$ cat src/rtl/td4_pkg.sv
// Shared opcodes, FSM state encoding and adder operand selects for the TD4 sequencer.
package td4_pkg;

  localparam logic [3:0] OP_ADD_A  = 4'b0000;
  localparam logic [3:0] OP_MOV_AB = 4'b0001;
  localparam logic [3:0] OP_IN_A   = 4'b0010;
  localparam logic [3:0] OP_MOV_A  = 4'b0011;
  localparam logic [3:0] OP_MOV_BA = 4'b0100;
  localparam logic [3:0] OP_ADD_B  = 4'b0101;
  localparam logic [3:0] OP_IN_B   = 4'b0110;
  localparam logic [3:0] OP_MOV_B  = 4'b0111;
  localparam logic [3:0] OP_OUT_B  = 4'b1001;
  localparam logic [3:0] OP_OUT_IM = 4'b1011;
  localparam logic [3:0] OP_JNC    = 4'b1110;
  localparam logic [3:0] OP_JMP    = 4'b1111;

  localparam logic [1:0] SEL_A    = 2'b00;
  localparam logic [1:0] SEL_B    = 2'b01;
  localparam logic [1:0] SEL_IN   = 2'b10;
  localparam logic [1:0] SEL_ZERO = 2'b11;

  typedef enum logic [1:0] {
    ST_RESET = 2'b00,
    ST_FETCH = 2'b01,
    ST_EXEC  = 2'b10,
    ST_STALL = 2'b11
  } state_t;

endpackage

$ cat src/rtl/td4_decoder.sv
// Combinational TD4 instruction decoder: opcode and carry flag in, datapath controls out.
module td4_decoder
  import td4_pkg::*;
(
  input  logic [3:0] opcode,
  input  logic       carry,
  output logic [1:0] sel,
  output logic       imm_en,
  output logic       wr_a,
  output logic       wr_b,
  output logic       wr_out,
  output logic       jump_taken,
  output logic       carry_load
);

  always_comb begin
    sel        = SEL_ZERO;
    imm_en     = 1'b0;
    wr_a       = 1'b0;
    wr_b       = 1'b0;
    wr_out     = 1'b0;
    jump_taken = 1'b0;
    carry_load = 1'b0;
    case (opcode)
      OP_ADD_A:  begin sel = SEL_A;    imm_en = 1'b1; wr_a = 1'b1; carry_load = 1'b1; end
      OP_ADD_B:  begin sel = SEL_B;    imm_en = 1'b1; wr_b = 1'b1; carry_load = 1'b1; end
      OP_MOV_A:  begin sel = SEL_ZERO; imm_en = 1'b1; wr_a = 1'b1; end
      OP_MOV_B:  begin sel = SEL_ZERO; imm_en = 1'b1; wr_b = 1'b1; end
      OP_MOV_AB: begin sel = SEL_B;    wr_a = 1'b1; end
      OP_MOV_BA: begin sel = SEL_A;    wr_b = 1'b1; end
      OP_IN_A:   begin sel = SEL_IN;   wr_a = 1'b1; end
      OP_IN_B:   begin sel = SEL_IN;   wr_b = 1'b1; end
      OP_OUT_B:  begin sel = SEL_B;    wr_out = 1'b1; end
      OP_OUT_IM: begin sel = SEL_ZERO; imm_en = 1'b1; wr_out = 1'b1; end
      OP_JMP:    jump_taken = 1'b1;
      // JNC looks at the flag as it stood before this instruction
      OP_JNC:    jump_taken = ~carry;
      default:   ;
    endcase
  end

endmodule

$ cat src/rtl/td4_sequencer.sv
// TD4 control unit: fetch over req/ack, one-cycle execute, owns pc and carry.
// Optional single-step mode via TD4_SINGLE_STEP_EN (adds the step input and STALL state).
//
// state | meaning
// RESET | just out of reset, moves to FETCH next cycle
// FETCH | imem_req high at imem_addr=pc, waits for imem_ack
// EXEC  | decode ir, pulse write strobe, update pc and carry
// STALL | single-step only: wait for step before next fetch
module td4_sequencer
  import td4_pkg::*;
#(
  parameter int PC_WIDTH   = 4,
  parameter int DATA_WIDTH = 4
) (
  input  logic                  clk,
  input  logic                  rst,
`ifdef TD4_SINGLE_STEP_EN
  input  logic                  step,
`endif
  output logic [PC_WIDTH-1:0]   imem_addr,
  output logic                  imem_req,
  input  logic                  imem_ack,
  input  logic [7:0]            imem_data,
  output logic [1:0]            alu_src_sel,
  output logic [DATA_WIDTH-1:0] imm_o,
  input  logic                  alu_carry,
  output logic                  wr_a,
  output logic                  wr_b,
  output logic                  wr_out,
  output logic [PC_WIDTH-1:0]   pc,
  output logic                  carry,
  output logic [1:0]            state_o
);

  state_t     state;
  logic [7:0] ir;
  logic       exec;
  logic [1:0] dec_sel;
  logic       dec_imm_en;
  logic       dec_wr_a;
  logic       dec_wr_b;
  logic       dec_wr_out;
  logic       dec_jump;
  logic       dec_carry_load;

  td4_decoder u_decoder (
    .opcode     (ir[7:4]),
    .carry      (carry),
    .sel        (dec_sel),
    .imm_en     (dec_imm_en),
    .wr_a       (dec_wr_a),
    .wr_b       (dec_wr_b),
    .wr_out     (dec_wr_out),
    .jump_taken (dec_jump),
    .carry_load (dec_carry_load)
  );

  always_ff @(posedge clk) begin
    if (rst) begin
      state    <= ST_RESET;
      pc       <= '0;
      carry    <= 1'b0;
      imem_req <= 1'b0;
      ir       <= '0;
    end else begin
      case (state)
        ST_RESET: begin
          state    <= ST_FETCH;
          imem_req <= 1'b1;
        end
        ST_FETCH: begin
          if (imem_ack) begin
            ir       <= imem_data;
            state    <= ST_EXEC;
            imem_req <= 1'b0;
          end
        end
        ST_EXEC: begin
          pc    <= dec_jump ? PC_WIDTH'(ir[3:0]) : pc + PC_WIDTH'(1);
          carry <= dec_carry_load & alu_carry;
`ifdef TD4_SINGLE_STEP_EN
          state <= ST_STALL;
`else
          state    <= ST_FETCH;
          imem_req <= 1'b1;
`endif
        end
        ST_STALL: begin
`ifdef TD4_SINGLE_STEP_EN
          if (step) begin
            state    <= ST_FETCH;
            imem_req <= 1'b1;
          end
`else
          state    <= ST_FETCH;
          imem_req <= 1'b1;
`endif
        end
        default: state <= ST_RESET;
      endcase
    end
  end

  // Datapath controls are decoded from the registered ir, so they only change on state edges
  assign exec        = (state == ST_EXEC);
  assign alu_src_sel = exec ? dec_sel : SEL_ZERO;
  assign imm_o       = (exec && dec_imm_en) ? DATA_WIDTH'(ir[3:0]) : '0;
  assign wr_a        = exec & dec_wr_a;
  assign wr_b        = exec & dec_wr_b;
  assign wr_out      = exec & dec_wr_out;
  assign imem_addr   = pc;
  assign state_o     = state;

endmodule

$ cat config.mk
export PLATFORM = sky130hd
export DESIGN_NAME = td4_sequencer
export DESIGN_NICKNAME = d
export VERILOG_FILES = /design/src/rtl/td4_pkg.sv /design/src/rtl/td4_decoder.sv /design/src/rtl/td4_sequencer.sv
export SDC_FILE = /design/constraint.sdc
export NUM_CORES = 1
export LEC_CHECK = 0
export ABC_AREA = 1
export CAP_MARGIN = 10
export CORE_AREA = 3 3 47 49
export CTS_CLUSTER_DIAMETER = 200
export DETAILED_ROUTE_END_ITERATION = 10
export DIE_AREA = 0 0 50 52
export GPL_TIMING_DRIVEN = 1
export PLACE_DENSITY = 0.78
export SYNTH_ARGS = -nofsm -noshare
export SYNTH_HDL_FRONTEND = slang
export SYNTH_HIERARCHICAL = 1
export SYNTH_SLANG_ARGS = --single-unit
$ cat constraint.sdc
create_clock -name clk -period 3.1 [get_ports clk]
set_input_delay 0.775 -clock clk [delete_from_list [all_inputs] [get_ports clk]]
set_output_delay 0.775 -clock clk [all_outputs]
set_load 0.01 [all_outputs]
# Word-level counts from Yosys, hierarchy flattened
# Cells that the tools add are included.
[word_totals]
register_bits = 16
out_inout_bits = 21
in_bits = 12
[op_classes]
n_mux = 14
n_addsub = 1
n_eq_ne = 15
n_reduce_logical = 13
bitwise = 5
[ops]
columns = ["operator", "n"]
rows = [
  ["4-bit by 3-bit == test with 1-bit output, second input constant", 4],
  ["4-bit == test, second input constant", 4],
  ["4-bit by 2-bit == test with 1-bit output, second input constant", 2],
  ["4-bit two-way mux", 2],
  ["2-bit OR reduction", 4],
  ["4-bit OR reduction", 2],
  ["1-bit two-way mux", 6],
  ["2-bit case mux with 3 select lines", 1],
  ["3-bit OR reduction", 2],
  ["5-bit OR reduction", 1],
  ["4-bit by 1-bit adder with 4-bit output, second input constant", 1],
  ["1-bit bitwise AND", 4],
  ["2-bit == test, second input constant", 2],
  ["4-bit by 1-bit == test with 1-bit output, second input constant", 1],
  ["4-bit logical NOT", 1],
  ["2-bit two-way mux", 2],
  ["1-bit case mux with 2 select lines", 2],
  ["2-bit case mux with 2 select lines", 1],
  ["2-bit by 1-bit == test with 1-bit output, second input constant", 1],
  ["2-bit logical NOT", 1],
  ["2-bit != test, second input constant", 1],
  ["2-bit AND reduction", 1],
  ["1-bit logical AND", 1],
  ["1-bit NOT", 1],
]

# Longest topological paths before layout
[depth]
depth_word = 5
depth_mapped = 7

# By module
# Netlist, hierarchy kept.
[by_module_without_submodules]
columns = ["module", "cells_each", "n_inst", "area_each_um2"]
rows = [
  ["td4_sequencer", 94, 1, 685.7],
  ["td4_decoder", 20, 1, 91.3],
]

# Least setup slack after synthesis
# OpenSTA, ideal clock, no wires.
[synth_timing]
kind = "register to output"
startpoint = "reg state[1] (netlist: state_o[1])"
endpoint = "out alu_src_sel[0]"
path_stages_with_launch = 5
setup_slack_ps = 1333
arrival_ps = 992
path_buffers = 0
cell_sequence = "dfxtp_1 > inv_2 > nor2_4 > inv_4 > or2_2"
[synth_between]
elab_chain_len = 2
[synth_lines]
columns = ["element", "line", "rtl"]
rows = [
  ["start, declared", "td4_sequencer.sv:35", "state_t state;"],
  ["start signal, assigned", "td4_sequencer.sv:60", "state <= ST_RESET;"],
  ["start signal, assigned", "td4_sequencer.sv:68", "state <= ST_FETCH;"],
  ["start signal, assigned", "td4_sequencer.sv:74", "state <= ST_EXEC;"],
  ["2-bit == test", "td4_sequencer.sv:105", "assign exec = (state == ST_EXEC);"],
  ["2-bit two-way mux", "td4_sequencer.sv:106", "assign alu_src_sel = exec ? dec_sel : SEL_ZERO;"],
  ["end, declared", "td4_sequencer.sv:24", "output logic [1:0] alu_src_sel,"],
]
# No other way between the ends.

# Final worst setup path
[layout_timing]
startpoint = "reg ir[6]"
endpoint = "out imm_o[1]"
[layout_between]
elab_chain_len = 5
word_cells_on_any_way = 9
[layout_lines]
columns = ["element", "line", "rtl"]
rows = [
  ["start, declared", "td4_sequencer.sv:36", "logic [7:0] ir;"],
  ["start signal, assigned", "td4_sequencer.sv:73", "ir <= imem_data;"],
  ["4-bit by 2-bit == test with 1-bit output (tied with other cells)", "td4_decoder.sv:24", "case (opcode)"],
  ["5-bit OR reduction (no source line) (*)", "n/a", ""],
  ["1-bit two-way mux (*)", "td4_decoder.sv:24", ""],
  ["via dec_imm_en", "td4_sequencer.sv:39", "logic dec_imm_en;"],
  ["1-bit logical AND (*)", "td4_sequencer.sv:107", "assign imm_o = (exec && dec_imm_en) ? DATA_WIDTH'(ir[3:0]) : '0;"],
  ["4-bit two-way mux (*)", "td4_sequencer.sv:107", ""],
  ["end, declared", "td4_sequencer.sv:25", "output logic [DATA_WIDTH-1:0] imm_o,"],
]
# Mark *: on every way through the listed nets, which the timed path passes. The rest lies on a longest branch.

==> summary.txt <==
Min path
  • Hold depth: 2
  • Hold path startpoint: ir[1]
  • Hold WC Path Type: flip-flop to flip-flop
  • Worst Hold Path EP: imem_addr[1]

Placed design
  • IO buf count: 32
  • Hpwl dp: approximately 1400 um
  • RePlAce Congestion: between 0.7 and 0.8
  • Place WS: around 870 ps

Logic synthesis
  • Synth Register Bits: 15
  • Mapped Area: a little under 800 um2
  • Ys async rst share: 0%
  • Syn Nets: 127
  • Synth Flop Type: dfxtp_1
  • Synthesized instance count: 114
  • Synth cell types: 20
  • Area leader, netlist: dfxtp_1
  • Area share of the largest cell type after synthesis: between 30% and 40%
  • Register area share after synthesis: between 30% and 40%
  • Synth area leaders: dfxtp_1 39%, nand2_1 16%, inv_1 7.2%
  • Avg Cell Area, Syn: between 6 and 7 um2
  • Number of synthesized flops with an enable pin: 0
  • Yosys warning total: 6

Setup path
  • Max stage delay on crit path: 540 ps
  • Required time worst endpoint: about 2300 ps
  • Path type of the worst setup path: flip-flop to output pin
  • Worst-path cell chain: inv_2 > nand2_2 > nand3_2 > nand2_1 > nand2_1 > nor2_1 > clkdlybuf4s50_1
  • Worst r2r dst: imem_addr[2]
  • Top cell by count, worst path: nand2_1
  • Worst r2r src: ir[7]
  • Critical path capture point type: output pin
  • Worst path slowest cell: clkdlybuf4s50_1
  • CP Data Arrival Time: 1780 ps
  • CP Max Fanout: 6
  • R2R depth: 6
  • Crit path launch type: flip-flop
  • Flop-to-flop setup slack: between 1500 and 2000 ps

Clock network
  • CTS sink cnt: 15
  • CTS H-Tree Depth: 1
  • Root Buffer: clkbuf_4
  • Clock insertion delay at the later pin of the skew report: roughly 290 ps
  • Number of CTS-inserted buffers: 3
  • Clock tree buffer depth: 2
  • Setup bufs post-CTS: 0
  • Clk pin slew, worst setup/hold paths: 90 ps
  • Post-cts sizing count: 0
  • TritonCTS clock tree: built
  • Post-CTS Hold Buffers: 0

STA
  • Setup Total Neg Slack: 0 ps
  • Worst-Margin Slew: ~240 ps
  • Fin crit share: about 83%
  • Final setup violation count: 0
  • Top achievable clock speed: 391 MHz
  • RSZ-0062 raised after global routing: false
  • Fin crit period: 2560 ps
  • Final slew viol count: 0
  • Worst Clk Skew: approximately 3.6 ps
  • Final worst slack: between 500 and 600 ps
  • Worst relative slew slack: a little over four fifths
  • Final hold vios: 0

Power
  • Sw power: approximately 0.10 mW
  • Flop pwr share: a little over half
  • P_int: roughly 0.28 mW
  • Peak VDD IR: 276 uV
  • Switching Fraction: a little over a quarter
  • Gate power share: between 10% and 20%
  • Pwr/cell area: 342 nW/um2
  • Leakage: between 0.4 and 0.5 nW
  • Clock share of power: 30.3%

GRT
  • Largest net degree at the start of global routing: 11
  • Vias in the first global route: about 700
  • Initial antenna violation count: 0
  • First-pass GRT wire length: roughly 2900 um
  • Overflow after GRT: 0
  • Total routing usage reported by global routing: between 10% and 20%

Route
  • Post-route DRC: 0
  • Total wire length: roughly 1800 um
  • Detail Route Antenna Nets: 0
  • Wirelength per Cell: a little over 10 um
  • Vias per cell: 4.59
  • First drt pass iteration count: 4
  • 1st-iter DRT viols: 6
  • Vias: approximately 800

Finish
  • Fin nets: around 160
  • Area grow syn2layout: 44.3%
  • Commonest non-fill, non-tap cell in the layout: nand2_1
  • Ant diodes: 0
  • Most frequent cells in the layout: 33 x nand2_1, 32 x clkdlybuf4s50_1, 15 x inv_1, 15 x dfxtp_1, 11 x nor2_1
  • Layout cell share with drive strength beyond 1: about an eighth

Floorplan
  • Ports: 33
  • Core area: about 1900 um2
  • Die Ht: 52 um
  • Die width: 50 um
  • Die Footprint: about 2600 um2
  • Initial core utilization: between 40% and 50%
  • Row cnt: 16

Flow run
  • Total of max-cap violations: 0

Status
  • Status: completed
-- worst max path at each step --
stage	to	slack (ps)	from
finish	imm_o[1]	540	ir[6]
global route	imm_o[1]	400	ir[4]
CTS	alu_src_sel[0]	530	state_o[1]
detailed placement	imm_o[1]	870	ir[6]
global placement	alu_src_sel[1]	880	state_o[1]
floorplan	alu_src_sel[0]	1330	state_o[1]
-- critical path: cells and delay by family (launching register included) --
| kind | cells | cell delay (ps) |
|---|---|---|
| buffers and inverters | 2 | 600 |
| and+or+nand+nor | 5 | 450 |
| DFF | 1 | 440 |
-- power by group through the flow --
stage	sequential (mW)	combinational (mW)	clock, mW
after global placement	0.213	0.0576	0
final	0.209	0.0580	0.116
after global routing	0.210	0.0641	0.129
after floorplan	0.213	0.0280	0
after detailed placement	0.214	0.0582	0
after CTS	0.209	0.0586	0.120
-- final cells by class --
class,instances,area [um2]
Multi-Input combinational cell,75,365
Clock inverter,1,5.00
Clock buffer,3,22.5
Tap cell,27,33.8
Sequential cell,15,300
Timing Repair Buffer,32,320
Inverter,19,73.8
Fill cell,177,781
-- logic make-up (layout without fill, tap and decap cells) --
family,count (synthesis),after routing,synth area share (%)
and+or+nand+nor,57,57,32.2
buffers and inverters,24,55,14.3
AOI/OAI and AO/OA,17,17,13.2
DFF,15,15,38.6
adders and majority gates,1,1,1.61
-- cells in the mapped netlist (2+ instances only) --
| cell | n |
|---|---|
| inv_1 | 15 |
| nand3_1 | 5 |
| nand2_1 | 33 |
| nand4_1 | 2 |
| or2_2 | 2 |
| a21oi_2 | 3 |
| inv_2 | 3 |
| dfxtp_1 | 15 |
| a21oi_1 | 5 |
| o21ai_0 | 7 |
| nor2_1 | 11 |
| buf_4 | 5 |
-- through the flow --
stage	instances	power [mW]	area, um2	hold slack, ps	utilization (%)
5_1_grt	172	0.404	1120	501	58.9
3_3_place_gp	168	0.271	1090	446	57.5
2_1_floorplan	114	0.241	777	434	-
4_1_cts	172	0.388	1120	465	58.9
6_report	172	0.383	1120	465	58.9
3_5_place_dp	168	0.272	1090	449	57.5
-- metal layers --
metal / vias up / track usage (%) / share of wire, %
met5: - / 0 / 0
met4: 0 / 6.45 / 0.96
met3: 4 / 5.16 / 6.1
met2: 24 / 24.6 / 48
met1: 347 / 15.4 / 45
li1: 415 / - / -
-- flip-flops by register name (all words and copies together) (netlist names) --
name,count
carry,1
imem_addr,4
state_o,2
ir,8
Note: power is estimated with default switching activity, not from simulation.
